**config.mk**
```make
export PLATFORM = sky130hd
export DESIGN_NAME = fetch_ctrl
export DESIGN_NICKNAME = d
export VERILOG_FILES = /design/src/rtl/fetch_ctrl.sv
export SDC_FILE = /design/constraint.sdc
export NUM_CORES = 1
export LEC_CHECK = 0
export BUFFER_PORTS_ARGS = -buffer_cell sky130_fd_sc_hd__buf_4
export CORE_UTILIZATION = 45
export CTS_CLUSTER_DIAMETER = 50
export DETAILED_ROUTE_END_ITERATION = 8
export PLACE_DENSITY = 0.82
export SYNTH_ARGS = -nofsm -noshare
export SYNTH_HDL_FRONTEND = slang
export SYNTH_SLANG_ARGS = --single-unit
```
**constraint.sdc**
```tcl
create_clock -name clk -period 2.2 [get_ports clk]
set_clock_uncertainty 0.1 [all_clocks]
set_input_delay 0.22 -clock clk [delete_from_list [all_inputs] [get_ports clk]]
set_output_delay 0.22 -clock clk [all_outputs]
set_load 0.01 [all_outputs]
```
**src/rtl/fetch_ctrl.sv**
```systemverilog
// Instruction-fetch sequencing controller: picks advance/hold/flush for PC and IF/ID,
// arbitrates redirects one-hot, and supervises a ready-handshake imem with a timeout.
module fetch_ctrl #(
    parameter int BOOT_CYCLES = 4,
    parameter int TIMEOUT     = 15
) (
    input  logic        clk,
    input  logic        reset,
    input  logic        Z_req,
    input  logic        J_req,
    input  logic        JR_req,
    input  logic        load_use,
    input  logic        mc_busy,
    input  logic        imem_ready,
    output logic        Z,
    output logic        J,
    output logic        JR,
    output logic        PC_IFWrite,
    output logic        IFID_Write,
    output logic        IF_flush,
    output logic        ID_flush,
    output logic        imem_req,
    output logic        fetch_err,
    output logic [15:0] stall_cycles
);

    typedef enum logic [2:0] {
        S_BOOT,
        S_RUN,
        S_MEM_WAIT,
        S_MC_STALL,
        S_HALT
    } state_e;

    localparam int BW = $clog2(BOOT_CYCLES + 1);
    localparam int WW = $clog2(TIMEOUT + 1);

    state_e          state_q, state_d;
    logic [BW-1:0]   boot_cnt_q, boot_cnt_d;
    logic [WW-1:0]   wait_cnt_q, wait_cnt_d;
    logic            fetch_err_q, fetch_err_d;
    logic [15:0]     stall_q, stall_d;
    logic            redirect;
    logic            evaluate;
    logic            in_wait;

    assign redirect = JR_req | J_req | Z_req;
    assign in_wait  = (state_q == S_MEM_WAIT);

    always_comb begin
        // NOTE: every output and next-state gets a default first so no path infers a latch.
        state_d     = state_q;
        boot_cnt_d  = boot_cnt_q;
        wait_cnt_d  = wait_cnt_q;
        fetch_err_d = fetch_err_q;
        stall_d     = stall_q;
        Z           = 1'b0;
        J           = 1'b0;
        JR          = 1'b0;
        PC_IFWrite  = 1'b0;
        IFID_Write  = 1'b0;
        IF_flush    = 1'b1;
        ID_flush    = 1'b1;
        imem_req    = 1'b0;
        evaluate    = 1'b0;

        if (!reset) begin
            unique case (state_q)
                S_BOOT: begin
                    boot_cnt_d = boot_cnt_q + 1'b1;
                    if (boot_cnt_q == BW'(BOOT_CYCLES - 1)) state_d = S_RUN;
                end
                S_RUN, S_MEM_WAIT, S_MC_STALL: evaluate = 1'b1;
                S_HALT: state_d = S_HALT;
                default: state_d = S_BOOT;
            endcase
        end

        // RUN, MEM_WAIT and MC_STALL share one priority chain; only the state bookkeeping differs.
        if (evaluate) begin
            imem_req = 1'b1;
            IF_flush = 1'b0;
            ID_flush = 1'b0;
            state_d  = S_RUN;
            if (mc_busy) begin
                state_d = in_wait ? S_MEM_WAIT : S_MC_STALL;
            end else if (redirect) begin
                JR         = JR_req;
                J          = J_req & ~JR_req;
                Z          = Z_req & ~J_req & ~JR_req;
                PC_IFWrite = 1'b1;
                IFID_Write = 1'b1;
                IF_flush   = 1'b1;
                ID_flush   = 1'b1;
                if (in_wait) begin
                    wait_cnt_d = '0;
                    state_d    = S_MEM_WAIT;
                end
            end else if (load_use) begin
                ID_flush = 1'b1;
            end else if (!imem_ready) begin
                IFID_Write = 1'b1;
                IF_flush   = 1'b1;
                state_d    = S_MEM_WAIT;
                if (!in_wait) begin
                    wait_cnt_d = '0;
                end else begin
                    wait_cnt_d = wait_cnt_q + 1'b1;
                    if (wait_cnt_q == WW'(TIMEOUT - 1)) begin
                        fetch_err_d = 1'b1;
                        state_d     = S_HALT;
                    end
                end
            end else begin
                PC_IFWrite = 1'b1;
                IFID_Write = 1'b1;
            end

            if (!PC_IFWrite && stall_q != 16'hFFFF) stall_d = stall_q + 16'd1;
        end
    end

    always_ff @(posedge clk) begin
        if (reset) begin
            state_q     <= S_BOOT;
            boot_cnt_q  <= '0;
            wait_cnt_q  <= '0;
            fetch_err_q <= 1'b0;
            stall_q     <= '0;
        end else begin
            state_q     <= state_d;
            boot_cnt_q  <= boot_cnt_d;
            wait_cnt_q  <= wait_cnt_d;
            fetch_err_q <= fetch_err_d;
            stall_q     <= stall_d;
        end
    end

    assign fetch_err    = fetch_err_q;
    assign stall_cycles = stall_q;

endmodule

```
* Word level (Yosys, flattened, before mapping)
Index checks and enable logic that the tools add are counted.
Widths: inputs -> output; s select.
** Storage, ports and cells
- Flip-flop bits (word level) :: 27
- Bits of input ports :: 8
- Word-level logic and storage cells :: 86
** Operators by class
- $add $sub $neg :: 3
- Equal/unequal tests :: 12
- Mux-type cells :: 47
- Bitwise operators :: 11
- Reduce and logical (&&, ||, !) cells :: 8
** Operators by type and width (count)
- $mux 1 :: 32
- $mux 3 :: 8
- $mux 4 :: 5
- $add 16x1->16 const B :: 1
- $ne 16x16->1 const B :: 1
- $eq 3x2->1 const B :: 3
- $pmux 3 s3 :: 1
- $reduce_and 7->1 :: 1
- $ne 2x1->1 const B :: 3
- $not 1->1 :: 6
- $reduce_and 5->1 :: 1
- $add 4x1->4 const B :: 1
- $eq 4x4->1 const B :: 1
- $reduce_and 2->1 :: 2
- $add 3x1->3 const B :: 1
- $and 1x1->1 :: 3
- $eq 3x1->1 const B :: 1
- $eq 3x3->1 const B :: 1
- $logic_not 3->1 :: 1
- $ne 3x3->1 const B :: 1
- $reduce_or 3->1 :: 1
- $mux 2 :: 1
- $ne 2x2->1 const B :: 1
- $or 1x1->1 :: 2
- 2 further kinds :: 2

* Depth between registers and ports, before layout
Gate-level depths: netlist of the first run.
- Depth in word-level cells :: 8
- Depth in mapped cells :: 6

* Least setup slack after synthesis of the first run
Ideal clock, no wire load.
- Path type :: reg2reg
- Start :: register state_q[2]
- End :: register stall_q[11] (netlist: stall_cycles[11])
- Setup time :: 123 ps
- Data arrival time :: 1960 ps
- Setup slack :: 16 ps
- Cell stages (with the launch flop) :: 7
- Buffers on the path :: 2
- Cell sequence :: dfxtp_1 -> or2_1 -> buf_6 -> or4_4 -> buf_6 -> nor4b_1 -> mux2_1
** Between the ends
- Longest elaborated chain between the ends :: 5
** Ends and longest elaborated chain
- start: declaration :: RTL line 38 : state_e state_q, state_d;
- start signal: assignment :: RTL line 131 : state_q <= state_d;
- $eq 3x2->1 or $eq 3x1->1 (tied branches) :: RTL line 68 : unique case (state_q)
- $reduce_or 3->1 * :: RTL line 68
- $mux 1 * :: RTL line 68
- $mux 1 * :: RTL line 67 : if (!reset) begin
- $reduce_and 2->1 (no line) *
- end signal: assignment :: RTL line 135 : stall_q <= stall_d;
- end: declaration :: RTL line 42 : logic [15:0] stall_q, stall_d;
Mark *: on every way between the ends. The rest lies on a longest branch, timed or not.
A chain may end at the register's enable or synchronous reset.

* Final worst setup path of the first run
- Start :: register state_q[2]
- End :: output Z
** Between the ends
- Longest elaborated chain between the ends :: 5
** Ends and longest elaborated chain
- $eq 3x2->1 or $eq 3x1->1 (tied branches) :: RTL line 68
- $reduce_or 3->1 * :: RTL line 68
- $mux 1 * :: RTL line 68
- $mux 1 * :: RTL line 67
- $mux 1 * :: RTL line 80 : if (evaluate) begin
- end: declaration :: RTL line 15 : output logic Z,
Marks and branches as above.

==> key figures, run 1 <==
Routing
  – Vias/cell: just under 6
  – Final WL: 3670 um
  – Post-route DRC violation count: 0
  – TritonRoute pass-1 iters: 4
  – Via count of the routed design: 1,552
  – WL per Instance: 13.9 um
  – Routed Antenna Nets: 0
  – Iteration-0 DRC Markers: 46

Placement
  – DPL Wire Length: 2600 um
  – GP Congestion: 0.817
  – IO Port Bufs: 32
  – Placed insts: 256

Cells and area
  – Commonest non-fill, non-tap cell in the layout: buf_4
  – Area delta synth->final: 26.7%
  – Fin util: 0.614
  – Commonest non-fill, non-tap cells in the layout: buf_4 (45), dfxtp_1 (24), nor2_1 (15)
  – Layout Nets: around 230
  – Share of cells above drive strength 1: 0.269
  – N_diodes: 0
  – Fin cells: 263

Critical path
  – Worst-path fanout max: 6
  – Critical R2R Capture: stall_cycles[14]
  – Critical Path AT: roughly 1.8 ns
  – Startpoint Class: register
  – RR Startpoint: stall_cycles[0]
  – Slowest Stage Delay on Critical Path: 0.36 ns
  – Data required time of the critical path: 1.88 ns
  – Master of the slowest instance on the critical path: or3_4
  – Crit-path cells: or2_4 > buf_6 > or3_4 > nor4b_2 > buf_4
  – Reg2reg setup slack: 0.10 ns
  – Critical Path Sink Type: output pin
  – Crit path kind: register to output pin
  – Worst reg2reg path depth: 5

Timing
  – Maximum clock frequency: 470 MHz
  – Final hold vios: 0
  – RSZ-0062 raised after global routing: false
  – Final TNS setup: 0 ns
  – Final hold slack: 0.182 ns
  – Min cycle time layout: 2.13 ns
  – Final setup vio count: 0
  – Worst-margin pin slew: 0.559 ns
  – Slew Limit Fails: 0
  – Relative slew slack: 0.624
  – Final worst-path cycle share: 0.968

Pwr
  – VDD IR max: around 0.00040 V
  – Leakage power total: 0.706 nW
  – PD cells: 525 nW/um2
  – Final Power: between 1 and 1.5 mW

Synth
  – Synth top area cells: dfxtp_1 (36%), ha_1 (4.1%), a21oi_1 (4.0%)
  – Synth area leader: dfxtp_1
  – Syn. warnings: 0
  – Mapped Area: 1520 um2
  – Number of synthesized flops with an enable pin: 0
  – Synthesized Nets: 191
  – Synth Flop Type: dfxtp_1
  – Post-synth ARST share: 0
  – Post-Synth Simple-Gate Area: 0.287
  – FF+latch count, synth: 27
  – Share of the synthesized area in the top cell type: 0.356
  – Synth Area in XOR/XNOR: 0.00578
  – Post-synthesis mux area share: 0.0413
  – Post-synthesis adder-cell area fraction: 0.0413
  – Distinct cells, synth: 44
  – Synth Area in Compound Gates: 0.220
  – Mapped Cells: 178
  – Sequential fraction of the synthesis area: 0.356
  – Largest family of logic cells by synthesized area: simple AND/OR/NAND/NOR gates
  – Avg Cell Area, Syn: 8.52 um2

Clock network
  – Skew-Pair Late Insertion Delay: 0.33 ns
  – CTS tree: done
  – CTS root buffer: clkbuf_4
  – Max Root-Sink Buffers: 2
  – CTS H-Tree Depth: 1
  – Cts hold-fix bufs: 0
  – CTS buffer count: 3
  – Reg clk slew, reported paths: 0.15 ns
  – Clock sink count: 27

Global routing
  – Largest net degree at the start of global routing: 21
  – Vias in the first global route: around 1,300
  – First-pass GRT wire length: 6080 um
  – Remaining global-route overflow: 0
  – Antenna violations before repair: 0
  – GRT Overall Usage: 0.219

Floorplan
  – Core box area: 3130 um2
  – Die ar.: 3610 um2
  – Row cnt: 20
  – Chip Width: around 60 um
  – Top Ports: 33
  – Initial Util: 0.485
  – Die span in y: 60.1 um

Run status
  – Status: finished, final reports clean

Hold path
  – Hold Path Depth: 4
  – Worst Hold End: state_q[0]
  – HP Class: primary input to register
  – HP Start: reset

Run
  – Max Cap Viol: 0
routing by layer:
| metal | routed length (um) | GRT usage | up-vias |
|---|---|---|---|
| met2 | 1730 | 0.348 | 38 |
| met3 | 194 | 0.0411 | 4 |
| li1 | - | - | 781 |
| met4 | 21 | 0.0498 | 0 |
| met5 | 0 | 0 | - |
| met1 | 1720 | 0.306 | 729 |
cell usage after synthesis (all sizes together), types with 4 or more instances:
| cell type | n |
|---|---|
| nor3 | 7 |
| o311ai | 6 |
| ha | 5 |
| nor4 | 5 |
| nand2 | 8 |
| a21oi | 12 |
| nand3 | 7 |
| mux2i | 4 |
| inv | 6 |
| or3 | 4 |
| nor2 | 16 |
| o21ai | 8 |
| dfxtp | 27 |
| o31ai | 5 |
| nand4 | 4 |
| or4 | 9 |
| clkbuf | 6 |
| o41ai | 5 |
state kept, by name, summed over array words and instances, names as in the netlist:
register      count
state_q           3
wait_cnt_q        4
fetch_err         1
stall_cycles     16
boot_cnt_q        3
worst max path at each step:
stage,from,end,slack [ns],depth (start not counted)
6_report,state_q[2],Z,0.07,5
5_1_grt,state_q[2],Z,0.004,5
4_1_cts,state_q[2],Z,0.02,5
3_5_place_dp,reset,stall_cycles[11],0.09,5
3_3_place_gp,reset,stall_cycles[11],0.14,5
2_1_floorplan,state_q[2],stall_cycles[11],0.02,6
critical path, delay by kind of cell (launching register included):
family        cells  cell delay [ns]
simple gates      3             0.86
flops             1             0.34
buf+inv           2             0.29
metrics by stage:
stage	worst slack [ns]	area, um2
after detailed placement	0.0938	1840
after global placement	0.144	1840
after global routing	0.00382	1920
after floorplan	0.0164	1520
after CTS	0.0228	1900
final	0.0710	1920
cells by family after synthesis:
family,Yosys count
AO/OA/AOI/OAI,48
XOR/XNOR,1
adder cells (fa/ha/maj),5
buffers and inverters,15
flip-flops,27
multiplexers,6
AND/OR/NAND/NOR,76
final cells by class:
| cell class | instances | area (um2) |
|---|---|---|
| multi-input combinational | 136 | 923 |
| tap | 44 | 55.1 |
| clock buffer | 4 | 26.3 |
| inverter | 6 | 22.5 |
| timing repair buffer | 46 | 349 |
| sequential | 27 | 544 |
| fill | 303 | 1210 |
timing repair:
action	4_1_cts	5_1_grt
pin swaps	2	3
endpoints found under the setup margin	2	3
buffers inserted	2	1
gates resized for setup	4	4
power breakdown:
part / switching [mW] / leakage, nW / total, mW / internal (mW)
registers: 0.0285 / 0.220 / 0.553 / 0.524
clock network: 0.146 / 0.0150 / 0.217 / 0.0711
logic: 0.123 / 0.471 / 0.239 / 0.116
(Power assumes the default switching activity.)
==> run 2: changes to the inputs <==
==> constraint.sdc (replaced) <==
create_clock -name clk -period 2.2 [get_ports clk]
set_clock_uncertainty 0.1 [all_clocks]
set_input_delay 0.33 -clock clk [delete_from_list [all_inputs] [get_ports clk]]
set_output_delay 0.33 -clock clk [all_outputs]
set_load 0.01 [all_outputs]
==> key figures, run 2 (synthesized netlist as in run 1, its figures left out) <==
Timing
  – Maximum clock frequency: 455 MHz (was 470 MHz)
  – Final hold vios: 0 (unchanged)
  – Final hold slack: 0.283 ns (was 0.182 ns)
  – Min cycle time layout: 2.20 ns (was 2.13 ns)
  – Final WS setup: 0.00147 ns (was 0.0710 ns)
  – RSZ-0062 raised after global routing: true (was false)
  – Slew Limit Fails: 0 (unchanged)
  – Worst-margin pin slew: 0.680 ns (was 0.559 ns)
  – Final setup vio count: 0 (unchanged)
  – Final TNS setup: 0 ns (unchanged)
  – Final worst-path cycle share: 0.999 (was 0.968)
  – Relative slew slack: 0.543 (was 0.624)

Clock network
  – CTS root buffer: clkbuf_4 (unchanged)
  – CTS tree: done (unchanged)
  – Max Root-Sink Buffers: 2 (unchanged)
  – Skew-Pair Late Insertion Delay: 0.34 ns (was 0.33 ns)
  – CTS buffer count: 3 (unchanged)
  – CTS H-Tree Depth: 1 (unchanged)
  – Reg clk slew, reported paths: 0.15 ns (about the same)
  – Clock sink count: 27 (unchanged)
  – Cts hold-fix bufs: 0 (unchanged)

Routing
  – TritonRoute pass-1 iters: 4 (unchanged)
  – Final WL: 3820 um (was 3670 um)
  – Post-route DRC violation count: 0 (unchanged)
  – WL per Instance: 14.4 um (was 13.9 um)
  – Iteration-0 DRC Markers: 89 (was 46)
  – Routed Antenna Nets: 0 (unchanged)
  – Vias/cell: 5.94 (was 5.90)
  – Via count of the routed design: 1,574 (was 1,552)

Cells and area
  – Commonest non-fill, non-tap cells in the layout: buf_4 (46), dfxtp_1 (25), nor2_1 (14) (was buf_4 (45), dfxtp_1 (24), nor2_1 (15))
  – Max FFs per register: 16 (unchanged)
  – N_diodes: 0 (unchanged)
  – Share of cells above drive strength 1: 0.299 (was 0.269)
  – Fin cells: 265 (was 263)
  – Area delta synth->final: 31.2% (was 26.7%)
  – Layout Nets: 235 (was 233)
  – Commonest non-fill, non-tap cell in the layout: buf_4 (unchanged)

Critical path
  – Master of the slowest instance on the critical path: or3_4 (unchanged)
  – Crit path kind: register to output pin (unchanged)
  – Critical Path AT: 1.77 ns (was 1.81 ns)
  – Worst setup path startpoint: state_q[2] (unchanged)
  – Critical Path Sink Type: output pin (unchanged)
  – Worst-path fanout max: 4 (was 6)
  – RR Startpoint: stall_cycles[0] (unchanged)
  – Startpoint Class: register (unchanged)
  – Crit-path cells: or2_4 > buf_6 > or3_4 > nor4b_4 > buf_4 (was or2_4 > buf_6 > or3_4 > nor4b_2 > buf_4)
  – Data required time of the critical path: 1.77 ns (was 1.88 ns)
  – Slowest Stage Delay on Critical Path: 0.37 ns (was 0.36 ns)

Global routing
  – Vias in the first global route: 1,414 (was 1,337)
  – Largest net degree at the start of global routing: 21 (unchanged)
  – GRT Overall Usage: 0.230 (was 0.219)
  – Remaining global-route overflow: 0 (unchanged)
  – Antenna violations before repair: 0 (unchanged)
  – First-pass GRT wire length: 6290 um (was 6080 um)

Placement
  – IO Port Bufs: 32 (unchanged)
  – Pre-CTS setup slack: -0.00736 ns (was 0.0938 ns)
  – GP Congestion: 0.856 (was 0.817)
  – DPL Wire Length: 2670 um (was 2600 um)
  – Placed insts: 258 (was 256)

Floorplan
  – Core box area: 3130 um2 (unchanged)
  – Die span in y: 60.1 um (unchanged)
  – Chip Width: 60.1 um (unchanged)
  – Die ar.: 3610 um2 (unchanged)
  – Top Ports: 33 (unchanged)
  – Initial Util: 0.485 (unchanged)
  – Row cnt: 20 (unchanged)

Pwr
  – Leakage power total: 0.724 nW (was 0.706 nW)
  – PD cells: 511 nW/um2 (was 525 nW/um2)
  – VDD IR max: 0.000378 V (was 0.000404 V)

Hold path
  – HP Class: primary input to register (unchanged)
  – HP Start: imem_ready (was reset)

Run
  – Max Cap Viol: 0 (unchanged)

Run status
  – Status: finished, final reports clean (unchanged)
run 2: repair_timing:
item	in CTS	in global routing
resized for setup	9	8
pin swaps	3	3
buffers inserted	3	0
setup endpoints to repair	4	15
endpoints found under the hold margin	0	0
run 2: layout make-up:
| class | instances | area, um2 |
|---|---|---|
| clock buffers | 4 | 26.3 |
| multi-input cells | 136 | 975 |
| repair buffers | 48 | 368 |
| inverters | 6 | 22.5 |
| flip-flops and latches | 27 | 543 |
| well taps | 44 | 55.1 |
| fillers | 275 | 1140 |
run 2: routing by layer:
layer | wire length, um | global-route usage | up-vias
met5 | 0 | 0 | -
met4 | 25 | 0.0698 | 0
met3 | 164 | 0.0519 | 4
met2 | 1830 | 0.373 | 41
met1 | 1800 | 0.302 | 745
li1 | - | - | 784
run 2: path summary, 6_finish.rpt:
check / depth (start not counted) / slack, ns / endpoint
setup reg to reg: 6 / 0.06 / stall_cycles[11]
hold / removal: 4 / 0.28 / fetch_err
setup / recovery: 5 / 0.001 / Z
hold reg to reg: 2 / 0.40 / fetch_err
run 2: power breakdown:
part	leakage (nW)	internal, mW	switching, mW
Combinational	0.490	0.112	0.124
Sequential	0.219	0.524	0.0293
Clock	0.0150	0.0714	0.155
Total	0.724	0.707	0.309
run 2: critical path, delay by kind of cell (launching register included):
kind / cells / cell delay (ns)
buffers and inverters: 2 / 0.27
flip-flops: 1 / 0.35
AND/OR/NAND/NOR: 3 / 0.82
run 2: stage by stage:
stage,total power [mW],util,cell area [um2]
floorplan,0.702,-,1520
global placement,0.770,0.594,1860
detailed placement,0.779,0.594,1860
CTS,1.02,0.621,1940
global route,1.08,0.636,1990
finish,1.02,0.636,1990
